--- config.mk ---
export PLATFORM = sky130hd
export DESIGN_NAME = sdram_read_arbiter
export DESIGN_NICKNAME = d
export VERILOG_FILES = /design/src/rtl/sdram_read_arbiter.sv
export SDC_FILE = /design/constraint.sdc
export NUM_CORES = 1
export LEC_CHECK = 0
export ABC_AREA = 0
export BUFFER_PORTS_ARGS = -buffer_cell sky130_fd_sc_hd__buf_4
export CAP_MARGIN = 20
export CELL_PAD_IN_SITES_DETAIL_PLACEMENT = 1
export CELL_PAD_IN_SITES_GLOBAL_PLACEMENT = 1
export CORE_UTILIZATION = 34
export CTS_CLUSTER_DIAMETER = 80
export DETAILED_ROUTE_END_ITERATION = 8
export PLACE_DENSITY = 0.76
export SYNTH_ARGS = -nofsm -noshare
export SYNTH_HDL_FRONTEND = slang
export SYNTH_SLANG_ARGS = --single-unit
--- constraint.sdc ---
create_clock -name clk -period 3.8 [get_ports clk]
set_input_delay 0.57 -clock clk [delete_from_list [all_inputs] [get_ports clk]]
set_output_delay 0.57 -clock clk [all_outputs]
set_load 0.01 [all_outputs]
--- src/rtl/sdram_read_arbiter.sv ---
// Round-robin arbiter that funnels NUM_REQ read requesters onto one SDRAM read
// controller, with done-edge detection, a per-transaction timeout and a wait-for-done-low phase.
module sdram_read_arbiter #(
  parameter int NUM_REQ = 4,
  parameter int ADDR_W  = 25,
  parameter int DATA_W  = 16,
  parameter int TIMEOUT = 255
) (
  input  logic                      clk,
  input  logic                      reset_n,
  input  logic [NUM_REQ-1:0]        req,
  input  logic [NUM_REQ*ADDR_W-1:0] req_addr,
  output logic [NUM_REQ-1:0]        gnt,
  output logic [NUM_REQ-1:0]        rd_valid,
  output logic [DATA_W-1:0]         rd_data,
  output logic                      err_timeout,
  output logic                      busy,
  output logic [ADDR_W-1:0]         ctl_address,
  output logic                      ctl_read_enable,
  input  logic [DATA_W-1:0]         ctl_data_out,
  input  logic                      ctl_read_done
);

  localparam int          PTR_W     = (NUM_REQ > 1) ? $clog2(NUM_REQ) : 1;
  localparam logic [15:0] TIMEOUT_C = 16'(TIMEOUT);

  typedef enum logic [1:0] {IDLE, WAIT_DONE, WAIT_LOW} state_t;

  state_t              state_q, state_d;
  logic [PTR_W-1:0]    ptr_q, ptr_d;
  logic [PTR_W-1:0]    owner_q, owner_d;
  logic [15:0]         cnt_q, cnt_d;
  logic [NUM_REQ-1:0]  gnt_q, gnt_d;
  logic [NUM_REQ-1:0]  rd_valid_q, rd_valid_d;
  logic [DATA_W-1:0]   rd_data_q, rd_data_d;
  logic                err_q, err_d;
  logic [ADDR_W-1:0]   addr_q, addr_d;
  logic                rden_q, rden_d;
  logic                done_prev_q;

  logic                win_found;
  logic [PTR_W-1:0]    win_idx;
  logic [PTR_W-1:0]    scan_idx;
  logic [PTR_W-1:0]    owner_inc;
  logic [15:0]         cnt_inc;
  logic                done_rise;

  // Scan starting at ptr and wrapping, so the most recently served requester goes last.
  always_comb begin
    win_found = 1'b0;
    win_idx   = '0;
    scan_idx  = '0;
    for (int i = 0; i < NUM_REQ; i++) begin
      scan_idx = PTR_W'((int'(ptr_q) + i) % NUM_REQ);
      if (!win_found && req[scan_idx]) begin
        win_found = 1'b1;
        win_idx   = scan_idx;
      end
    end
  end

  assign owner_inc = (owner_q == PTR_W'(NUM_REQ - 1)) ? '0 : owner_q + 1'b1;
  assign cnt_inc   = cnt_q + 16'd1;
  assign done_rise = ctl_read_done & ~done_prev_q;

  always_comb begin
    state_d    = state_q;
    ptr_d      = ptr_q;
    owner_d    = owner_q;
    cnt_d      = cnt_q;
    gnt_d      = '0;
    rd_valid_d = '0;
    rd_data_d  = rd_data_q;
    err_d      = 1'b0;
    addr_d     = addr_q;
    rden_d     = 1'b0;
    case (state_q)
      IDLE: begin
        if (win_found) begin
          addr_d           = req_addr[win_idx*ADDR_W +: ADDR_W];
          owner_d          = win_idx;
          gnt_d[win_idx]   = 1'b1;
          rden_d           = 1'b1;
          cnt_d            = '0;
          state_d          = WAIT_DONE;
        end
      end
      WAIT_DONE: begin
        cnt_d = cnt_inc;
        // A completion edge wins over a timeout landing on the same cycle.
        if (done_rise) begin
          rd_data_d           = ctl_data_out;
          rd_valid_d[owner_q] = 1'b1;
          ptr_d               = owner_inc;
          state_d             = WAIT_LOW;
        end else if (cnt_inc == TIMEOUT_C) begin
          err_d   = 1'b1;
          ptr_d   = owner_inc;
          state_d = WAIT_LOW;
        end
      end
      WAIT_LOW: begin
        if (!ctl_read_done) state_d = IDLE;
      end
      default: state_d = IDLE;
    endcase
  end

  always_ff @(posedge clk or negedge reset_n) begin
    if (!reset_n) begin
      state_q     <= IDLE;
      ptr_q       <= '0;
      owner_q     <= '0;
      cnt_q       <= '0;
      gnt_q       <= '0;
      rd_valid_q  <= '0;
      rd_data_q   <= '0;
      err_q       <= 1'b0;
      addr_q      <= '0;
      rden_q      <= 1'b0;
      done_prev_q <= 1'b0;
    end else begin
      state_q     <= state_d;
      ptr_q       <= ptr_d;
      owner_q     <= owner_d;
      cnt_q       <= cnt_d;
      gnt_q       <= gnt_d;
      rd_valid_q  <= rd_valid_d;
      rd_data_q   <= rd_data_d;
      err_q       <= err_d;
      addr_q      <= addr_d;
      rden_q      <= rden_d;
      done_prev_q <= ctl_read_done;
    end
  end

  assign gnt             = gnt_q;
  assign rd_valid        = rd_valid_q;
  assign rd_data         = rd_data_q;
  assign err_timeout     = err_q;
  assign busy            = (state_q != IDLE);
  assign ctl_address     = addr_q;
  assign ctl_read_enable = rden_q;

endmodule

### After elaboration in Yosys (flattened, before gate mapping)

Index checks and enable logic that the tools add are counted.

* order comparisons: 8
* $add $sub $neg: 5
* reductions and logical operators: 17
* $mul: 1
* shift operators: 1
* bitwise gates (word level): 2
* multiplexer cells: 39
* equal/unequal tests: 7

Operators with widths (number)
* indexed part select 100 x 8 -> 25 bit: 1
* one-hot mux 16 bit (2 select lines): 1
* two-way mux 2 bit: 11
* < comparator 2 x 3 -> 1 bit (second input constant): 6
* adder 16 x 1 -> 16 bit (second input constant): 1
* == test 16 x 8 -> 1 bit (second input constant): 1
* two-way mux 16 bit: 1
* two-way mux 4 bit: 4
* two-way mux 1 bit: 15
* binary-select mux 1 bit (select 2 bit): 4
* AND reduction 2 bit: 4
* multiplier 2 x 5 -> 7 bit (second input constant): 1
* one-hot mux 2 bit (3 select lines): 1
* nonzero test 2 bit: 3
* logical AND 1 bit: 5
* adder 2 x 1 -> 2 bit (second input constant): 2
* adder 2 bit (second input constant): 2
* demux 1 bit (select 2 bit): 2
* == test 2 bit (second input constant): 2
* >= comparator 2 x 1 -> 1 bit (second input constant): 2
* != test 2 bit (second input constant): 2
* logical NOT 1 bit: 3
* != test 3 bit (second input constant): 1
* AND reduction 3 bit: 1
* other kinds (4): 4

* bits of input ports: 123
* register bits: 74
* output and inout bits: 52
* logic and storage cells: 91

### Longest topological paths before layout

* depth in word-level cells: 18
* gate-level depth with buffers: 10
* gate-level depth less buffers: 8

### Worst setup path before layout

No wires, ideal clock.

* path type: register -> register
* start point: register cnt_q[0]
* end point: register ptr_q[0]
* slack: 1.107 ns
* arrival time: 2.566 ns
* path buffers: 1
* cell stages (with the launch flop): 10
* library setup time: 0.128 ns
* cells stage by stage: dfrtp_1 > ha_1 > buf_4 > nand4_2 > nor4_4 > and4b_1 > o211ai_1 > or4_4 > a21oi_2 > mux2_1

* longest elaborated chain between the ends: 4

RTL lines
* start: declaration: line 32 `logic [15:0] cnt_q, cnt_d;`
* start signal: assignment: line 126 `cnt_q <= cnt_d;`
* adder 16 x 1 -> 16 bit: line 63 `assign cnt_inc = cnt_q + 16'd1;`
* == test 16 x 8 -> 1 bit: line 96 `end else if (cnt_inc == TIMEOUT_C) begin`
* nonzero test 2 bit (no line)
* AND reduction 2 bit (no line)
* end signal: assignment: line 124 `ptr_q <= ptr_d;`
* end: declaration: line 30 `logic [PTR_W-1:0] ptr_q, ptr_d;`

No other way between the ends.
A chain may end at the register's enable or synchronous reset.

### Worst setup path in the final report

Ends and elaborated chain as after synthesis.

==> summary.txt <==
Timing
  – Max-slew violation count: 0
  – Min Hold Slack: 367 ps
  – Rel. slew slack: 38.2%
  – Hold Fails Final Rpt: 0
  – Max Clk Rate: 322 MHz
  – Unrepaired setup endpoints after global routing: no
  – Final worst-path cycle share: 81.6%
  – Final setup viols: 0
  – Fin Setup TNS: 0 ps
  – Tightest Pin Transition: 928 ps
  – Min cycle time layout: 3100 ps
  – Worst Skew: 7.48 ps

Finish
  – Synthesis-to-layout area growth: 42.0%
  – # diodes: 0
  – Nets: 750
  – Fillers: 1386
  – Share of layout cells above drive strength 1: 37.6%

Worst hold path
  – Hold crit path type: primary input to flip-flop
  – WHS Path Cells: 1

Synth
  – Most frequent cell after synthesis: dfrtp_1
  – Synth Cell Area: 4070 um2
  – Top-area cell type share of the netlist area: 45.5%
  – Post-synth top cells: dfrtp_1 (74), nor2_1 (71), nand2_1 (69)
  – Seq/Total Area, Yosys: 45.5%
  – Most used DFF post-synth: dfrtp_1
  – Syn Nets: 591
  – Post-Synthesis Cells: 462
  – Number of enable flip-flop cells after synthesis: 0
  – Synth top area cells: dfrtp_1 (46%), o21ai_0 (8.1%), nor2_1 (6.6%)
  – Post-synth cell types: 53
  – Mean Syn Cell Area: 8.80 um2
  – #FFs+latches synth: 74
  – Yosys warnings: 0
  – Async S/R FF share, synth: 100%
  – Post-synth top area cell: dfrtp_1

Die
  – Die Y: 111 um
  – Placeable Area: 11500 um2
  – Io pins: 175
  – Die Wd: 111 um
  – Site row count: 39
  – Die area: 12400 um2
  – Starting Density: 35.3%

Clocking
  – # clock sinks: 74
  – Resized cells post-CTS: 0
  – Clock H-tree levels: 3
  – Postcts setup bufs: 0
  – Clock Path Buffers: 2
  – Clk Tree Root Cell: clkbuf_16
  – Clk slew on worst S/H paths: 60 ps
  – TritonCTS Buffers: 9
  – CTS tree: yes
  – Post-CTS Hold Buffers: 0
  – Clk Latency, worst-skew pair: 330 ps

Outcome
  – Status: finished with violations
  – Failing checks: design-rule violations

Power and ir drop
  – Max VDD drop: 0.000224 V
  – Pleak: 0.00276 uW
  – Final Power: 3920 uW
  – Pwr dens: 679 nW/um2

Setup path
  – Crit path max-delay family: simple AND/OR/NAND/NOR gates
  – WP data required: 4020 ps
  – Critical path class: flip-flop to flip-flop
  – Critical Path Sink Type: flip-flop
  – Crit start category: flip-flop
  – Slowest-stage cell, CP: or4_4
  – CP Max Fanout: 10
  – Path depth of the worst reg2reg path: 8
  – CP max stage delay: 570 ps
  – WP data arrival: 3320 ps
  – Critical Path, Cell by Cell: ha_1 > nand4_2 > nor4_4 > and4b_1 > o211ai_1 > or4_4 > a21oi_2 > mux2_1
  – Worst path depth: 8
  – Buf+Inv Stages, Crit Path: 0

Routing
  – DRT Wirelength: 12100 um
  – Drt via density: 5.14
  – # DRC: 12
  – First-iteration detailed-routing DRC count: 138
  – Routed Antenna Nets: 0
  – Avg WL per Cell: 15.8 um
  – Via Count: 3944
  – First-pass DRT Iterations: 6

Place
  – Global placer's final weighted congestion: 0.771
  – Port buffer count: 174
  – DP HPWL: 9140 um

Job
  – Max-cap violation count: 0

GRT
  – Initial antenna violation count: 0
  – GRT Resource Usage Total: 20.5%
  – Largest net degree at the start of global routing: 75
  – GRT overflow: 0
  – First-pass GRT wire length: 20400 um
  – Vias in the first global route: 4126
## power by group
part           switching, uW  internal (uW)  total [uW]  leakage, uW
clock                    318            523         841     0.000146
sequential               202           1080        1280     0.000931
combinational            962            833        1790      0.00169
total                   1480           2440        3920      0.00276
## cells by family after synthesis
logic type                 synth area share [%]
muxes                                      10.8
adders and majority gates                  1.85
and+or+nand+nor                            23.7
buffers and inverters                      4.24
DFF                                        45.5
AOI/OAI and AO/OA                          13.3
xor gates and xnor gates                  0.646
## registers in the layout, indices dropped and copies added (netlist names)
name / flops
cnt_q: 16
rd_data: 16
ptr_q: 2
state_q: 2
ctl_read_enable: 1
err_timeout: 1
gnt: 4
done_prev_q: 1
owner_q: 2
ctl_address: 25
rd_valid: 4
## cells in the final DEF (no fill, tap or decap), types with 2 or more instances in the layout
cell type  instances
a21o_1             2
a21oi_1            4
a31oi_1            5
and2_1             5
and3_1             3
buf_4            180
clkbuf_16          9
clkinv_4           2
dfrtp_1           74
ha_1               6
inv_1              8
mux2_1             2
mux2_2            23
mux4_2             7
nand2_1           69
nand2b_1           4
nand3_1           29
nand4_1            6
nor2_1            71
nor2b_1            2
nor3_1            10
nor4_1             2
o21ai_0           66
o21bai_1           2
xor2_1             2
## through the flow
stage	instances	setup WS (ps)	util, %	cell area, um2
6_report	768	698	50.1	5770
5_1_grt	768	497	50.1	5770
4_1_cts	768	675	50.1	5770
3_5_place_dp	753	679	47.6	5480
3_3_place_gp	753	836	47.6	5480
2_1_floorplan	462	1110	-	4070
## worst paths after layout
path                           startpoint        endpoint  slack (ps)
setup / recovery                 cnt_q[0]        ptr_q[0]         700
hold / removal              ctl_read_done     done_prev_q         370
setup reg to reg                 cnt_q[0]        ptr_q[0]         700
hold reg to reg            ctl_address[5]  ctl_address[5]         480
max in group asynchronous         reset_n        cnt_q[1]        2820
min in group asynchronous         reset_n      state_q[0]         390
## per-layer routing
layer | up-vias | track usage, % | part of all wire, % | wire [um]
met5 | - | 0 | 0 | 0
met4 | 0 | 6.76 | 1.3 | 156
met3 | 14 | 6.04 | 7.2 | 869
met2 | 117 | 35.0 | 50 | 6050
met1 | 1898 | 24.9 | 42 | 5060
li1 | 1915 | - | - | -
## area by class of cell
cell class                 instances  area (um2)  share of cell area [%]
timing repair buffer             180        1350                    23.4
clock buffer                      11         243                    4.20
clock inverter                     4        52.6                   0.910
multi-input combinational        347        2060                    35.7
tap                              143         179                    3.10
inverter                           9        33.8                   0.585
sequential                        74        1850                    32.1
No activity file was read; power rests on OpenSTA's default activity.
